### src/rtl/frame_sequencer.sv
// frame_sequencer: per-frame clear/render/swap
// controller for the double-buffered frame store.
module frame_sequencer #(
  parameter int         H_RES       = 320,
  parameter int         V_RES       = 240,
  parameter logic [3:0] CLEAR_COLOR = 4'h0
) (
  input  logic        clk,
  input  logic        reset,
  input  logic        enable,
  input  logic        vga_vs,
  input  logic        gpu_done,
  input  logic [9:0]  gpu_x,
  input  logic [9:0]  gpu_y,
  input  logic [3:0]  gpu_data,
  input  logic        gpu_we,
  output logic        gpu_start,
  output logic [9:0]  fb_x,
  output logic [9:0]  fb_y,
  output logic [3:0]  fb_data,
  output logic        fb_we,
  output logic        write_buf,
  output logic [15:0] frame_count,
  output logic [7:0]  missed_frames,
  output logic        busy
);

  typedef enum logic [2:0] {
    IDLE    = 3'd0,
`ifdef FRAME_CLEAR_EN
    CLEAR   = 3'd1,
`endif
    START   = 3'd2,
    RENDER  = 3'd3,
    WAIT_VS = 3'd4
  } state_t;

`ifdef FRAME_CLEAR_EN
  localparam state_t     FIRST  = CLEAR;
  localparam logic [9:0] X_LAST = 10'(H_RES - 1);
  localparam logic [9:0] Y_LAST = 10'(V_RES - 1);
  logic [9:0] cx;
  logic [9:0] cy;
`else
  localparam state_t     FIRST  = START;
`endif

  state_t state;
  logic   vs_prev;
  logic   armed;
  logic   vs_edge;
  logic   miss_state;

  assign vs_edge    = vga_vs & ~vs_prev;
  assign miss_state = (state != IDLE)
                   && (state != WAIT_VS);

  always_ff @(posedge clk) begin
    if (reset) begin
      state         <= IDLE;
      vs_prev       <= 1'b1;
      armed         <= 1'b0;
      gpu_start     <= 1'b0;
      fb_x          <= '0;
      fb_y          <= '0;
      fb_data       <= '0;
      fb_we         <= 1'b0;
      write_buf     <= 1'b0;
      frame_count   <= '0;
      missed_frames <= '0;
      busy          <= 1'b0;
`ifdef FRAME_CLEAR_EN
      cx            <= '0;
      cy            <= '0;
`endif
    end else begin
      vs_prev   <= vga_vs;
      gpu_start <= 1'b0;
      fb_we     <= 1'b0;
      if (vs_edge && miss_state
          && missed_frames != 8'hFF)
        missed_frames <= missed_frames + 8'd1;
      unique case (state)
        IDLE: begin
          if (enable) begin
            state <= FIRST;
            busy  <= 1'b1;
          end
        end
`ifdef FRAME_CLEAR_EN
        CLEAR: begin
          fb_x    <= cx;
          fb_y    <= cy;
          fb_data <= CLEAR_COLOR;
          fb_we   <= 1'b1;
          if (cx == X_LAST) begin
            cx <= '0;
            if (cy == Y_LAST) begin
              cy    <= '0;
              state <= START;
            end else begin
              cy <= cy + 10'd1;
            end
          end else begin
            cx <= cx + 10'd1;
          end
        end
`endif
        START: begin
          gpu_start <= 1'b1;
          armed     <= 1'b0;
          state     <= RENDER;
        end
        RENDER: begin
          fb_x    <= gpu_x;
          fb_y    <= gpu_y;
          fb_data <= gpu_data;
          fb_we   <= gpu_we;
          if (!gpu_done)
            armed <= 1'b1;
          if (gpu_done && armed)
            state <= WAIT_VS;
        end
        WAIT_VS: begin
          if (vs_edge) begin
            write_buf   <= ~write_buf;
            frame_count <= frame_count + 16'd1;
            state       <= enable ? FIRST : IDLE;
            busy        <= enable;
          end
        end
        default: begin
          state <= IDLE;
          busy  <= 1'b0;
        end
      endcase
    end
  end

endmodule

### config.mk
export PLATFORM = sky130hd
export DESIGN_NAME = frame_sequencer
export DESIGN_NICKNAME = d
export VERILOG_FILES = /design/src/rtl/frame_sequencer.sv
export SDC_FILE = /design/constraint.sdc
export NUM_CORES = 1
export LEC_CHECK = 0
export ABC_AREA = 1
export BUFFER_PORTS_ARGS = -buffer_cell sky130_fd_sc_hd__buf_4
export CORE_MARGIN = 4
export CORE_UTILIZATION = 50
export CTS_CLUSTER_DIAMETER = 200
export DETAILED_ROUTE_END_ITERATION = 10
export PLACE_DENSITY_LB_ADDON = 0.15
export SLEW_MARGIN = 25
export SYNTH_ARGS = -nofsm -noshare
export SYNTH_HDL_FRONTEND = slang
export SYNTH_SLANG_ARGS = --single-unit
### constraint.sdc
create_clock -name clk -period 1.8 [get_ports clk]
set_clock_uncertainty 0.1 [all_clocks]
set_input_delay 0.36 -clock clk [delete_from_list [all_inputs] [get_ports clk]]
set_output_delay 0.36 -clock clk [all_outputs]
set_load 0.05 [all_outputs]
==> metrics.md <==
| Metric | Value |
|---|---|
| WL per Instance | `11.4 um` |
| Setup crit end kind | `register` |
| Area share of fa/ha/maj cells after synthesis | `around 1.0%` |
| CP arrival | `between 1.5 and 2 ns` |
| Post-synthesis compound-gate area fraction | `a little over a tenth` |
| Clock transition at path regs | `about 0.060 ns` |
| Post-Syn Area | `between 2000 and 2500 sq um` |
| Sequential cell area | `roughly 1100 sq um` |
| CORE AREA | `roughly 4700 sq um` |
| Global Route Usage Sum | `approximately a fifth` |
| CP Max Fanout | `11` |
| Yosys reg bits | `57` |
| CP Class | `register to register` |
| CTS tree | `done` |
| Pleak | `approximately 1.6 nW` |
| Vias post-DR | `2352` |
| WHS | `approximately 0.16 ns` |
| Worst path max stage delay | `between 0.3 and 0.4 ns` |
| Final Cycle Share | `~86%` |
| Status | `completed` |
| Multiplexer area fraction after synthesis | `0%` |
| Fin util | `between 60% and 70%` |
| First-pass GRT wire length | `9780 um` |
| Mapped Cells | `340` |
| Initial Util | `51.3%` |
| Xor/xnor share of the synthesized area | `under 10%` |
| Initial drt markers | `between 150 and 200` |
| H-tree Lvls | `3` |
| GR Overflow Total | `0` |
| Rel. slew slack | `approximately 73%` |
| Synth warn | `0` |
| # resized after CTS | `0` |
| Via-to-Cell Ratio | `~4.7` |
| Setup crit start kind | `register` |
| CTS max path bufs | `2` |
| Rows | `25` |
| Detail Route Antenna Nets | `0` |
| Pre-antenna DRT Iters | `4` |
| Die ar. | `6030 sq um` |
| Vias in the first global route | `2193` |
| Floorplan die height | `77.6 um` |
| Max-cap violations | `0` |
| Design Power | `slightly above 3 mW` |
| VDD IR max | `between 0.6 and 0.7 mV` |
| Synth cell types | `29` |
| Number of setup violations in the final report | `0` |
| PwrDens | `slightly above 900 nW/um^2` |
| Commonest cells after routing, fill and taps aside | `nor2_1 (92), buf_4 (85), dfxtp_1 (56)` |
| Largest net degree at the start of global routing | `29` |
| Clock sinks | `between 50 and 60` |
| Die width | `77.6 um` |
| Leading cell type in the layout, fill and taps excluded | `nor2_1` |
| Count of final max-slew check failures | `0` |
| Mapped Avg Cell Area | `just over 7 sq um` |
| Layout cells sized above 1 | `between 20% and 30%` |
| Layout area overhead | `35.7%` |
| Clock insertion delay at the later pin of the skew report | `approximately 0.32 ns` |
| Port Buf Inserts | `81` |
| Slowest CP cell | `dfxtp_1` |
| DRC violations left | `0` |
| Register area share after synthesis | `between 40 and 50%` |
| Total CTS buffers | `9` |
| Final wirelength | `5690 um` |
| Fin crit period | `1.55 ns` |
| Top delay family on crit path | `simple AND/OR/NAND/NOR gates` |
| F_max | `roughly 650 MHz` |
| Clock Tree Root | `clkbuf_8` |
| Most used cell, CP | `nand2_1` |
| Dpl hpwl | `around 4000 um` |
| Post-Synthesis Net Count | `between 300 and 400` |
| Worst Path Required | `between 1.5 and 2 ns` |
| Post-CTS setup buffer count | `0` |
| Multi-input logic area | `between 1000 and 1500 sq um` |
| Final hold vios | `0` |
| Largest family of logic cells by synthesized area | `simple AND/OR/NAND/NOR gates` |
| Hold_buf cts | `0` |
| Worst slew pin tran | `just over 0.4 ns` |
| Fillers | `between 400 and 500` |
| Sum Neg Setup Slack | `0 ns` |
| Worst hold stages | `3` |
| Nets | `approximately 460` |
| Worst R2R Path Depth | `9` |
| Buf/Inv on CP | `1` |
| CP cell instances | `ha_1 > nand2_1 > inv_1 > nand3_1 > nand2_1 > nor2_1 > nand2_1 > nand2_1 > nor2_1` |
| Initial antenna violation count | `0` |
| Count of boundary I/O pins | `82` |
| RSZ-0062 raised after global routing | `no` |
| Antenna diodes | `0` |
| Levels on crit path | `9` |
| Worst min-delay path class | `input pin to register` |
| Simple-Gate Fraction of Synth Area | `31.6%` |
| RePlAce Congestion | `0.831` |
==> report_power, final <==
group	leakage, nW	switching, mW	internal, mW
registers	0.462	0.0363	1.32
clock network	0.107	0.490	0.752
logic	1.02	0.309	0.153
==> Yosys cell counts, drive strengths merged <==
cell type	number	share of area [%]
nor2	99	17
dfxtp	57	47
nand2	54	8.5
inv	36	5.6
o21ai	35	7.2
nand3	16	3.5
a21oi	12	2.5
buf	8	2.2
nand4	4	1.0
clkbuf	3	0.52
nor3	3	0.62
xor2	3	1.1
ha	2	1.0
nand3b	2	0.62
o211ai	2	0.62
and3	1	0.26
o22ai	1	0.26
or2	1	0.26
xnor2	1	0.36
==> final timing paths <==
kind / startpoint / to / slack [ns]
max: missed_frames[0]$_SDFFE_PP0P_ / missed_frames[7]$_SDFFE_PP0P_ / 0.25
min: gpu_x[8] / fb_x[8]$_SDFFE_PP0P_ / 0.16
max reg2reg: missed_frames[0]$_SDFFE_PP0P_ / missed_frames[7]$_SDFFE_PP0P_ / 0.25
min reg2reg: write_buf$_SDFFE_PP0P_ / write_buf$_SDFFE_PP0P_ / 0.37
==> worst min-delay path: cells and delay by family <==
kind | cells | cell delay, ns
and+or+nand+nor | 2 | 0.11
buffers and inverters | 1 | 0.07
==> state kept, by name (all words and copies together) (netlist names) <==
register and flops:
frame_count 16, fb_x 10, fb_y 10, missed_frames 8
fb_data 4, state 3, armed 1, busy 1
fb_we 1, gpu_start 1, vs_prev 1, write_buf 1
==> layout make-up <==
cell class	count	area share (%)
clock inverters	2	1.06
repair buffers	85	19.4
clock buffers	14	5.25
well taps	67	2.55
multi-input cells	236	32.9
flip-flops and latches	57	34.7
inverters	36	4.11
==> through the flow <==
step | instance area, sq um | setup WS [ns] | cells
after CTS | 3290 | 0.252 | 497
after floorplan | 2430 | 0.00887 | 340
after global routing | 3290 | 0.0782 | 497
final | 3290 | 0.251 | 497
after detailed placement | 3080 | 0.250 | 481
after global placement | 3080 | 0.302 | 481
==> metal layers <==
layer	vias to the layer above	wire length, um	track usage, %
li1	1238	-	-
met1	1051	2740	26.2
met2	59	2470	29.6
met3	4	425	7.54
met4	0	47	8.01
met5	-	0	0
==> cell families (layout without fill, tap and decap cells) <==
kind of cell / count (synthesis) / after routing
AOI/OAI and AO/OA: 50 / 50
xor gates and xnor gates: 4 / 4
adders and majority gates: 2 / 2
buffers and inverters: 47 / 137
DFF: 57 / 57
and+or+nand+nor: 180 / 180
Note: power is estimated with default switching activity, not from simulation.
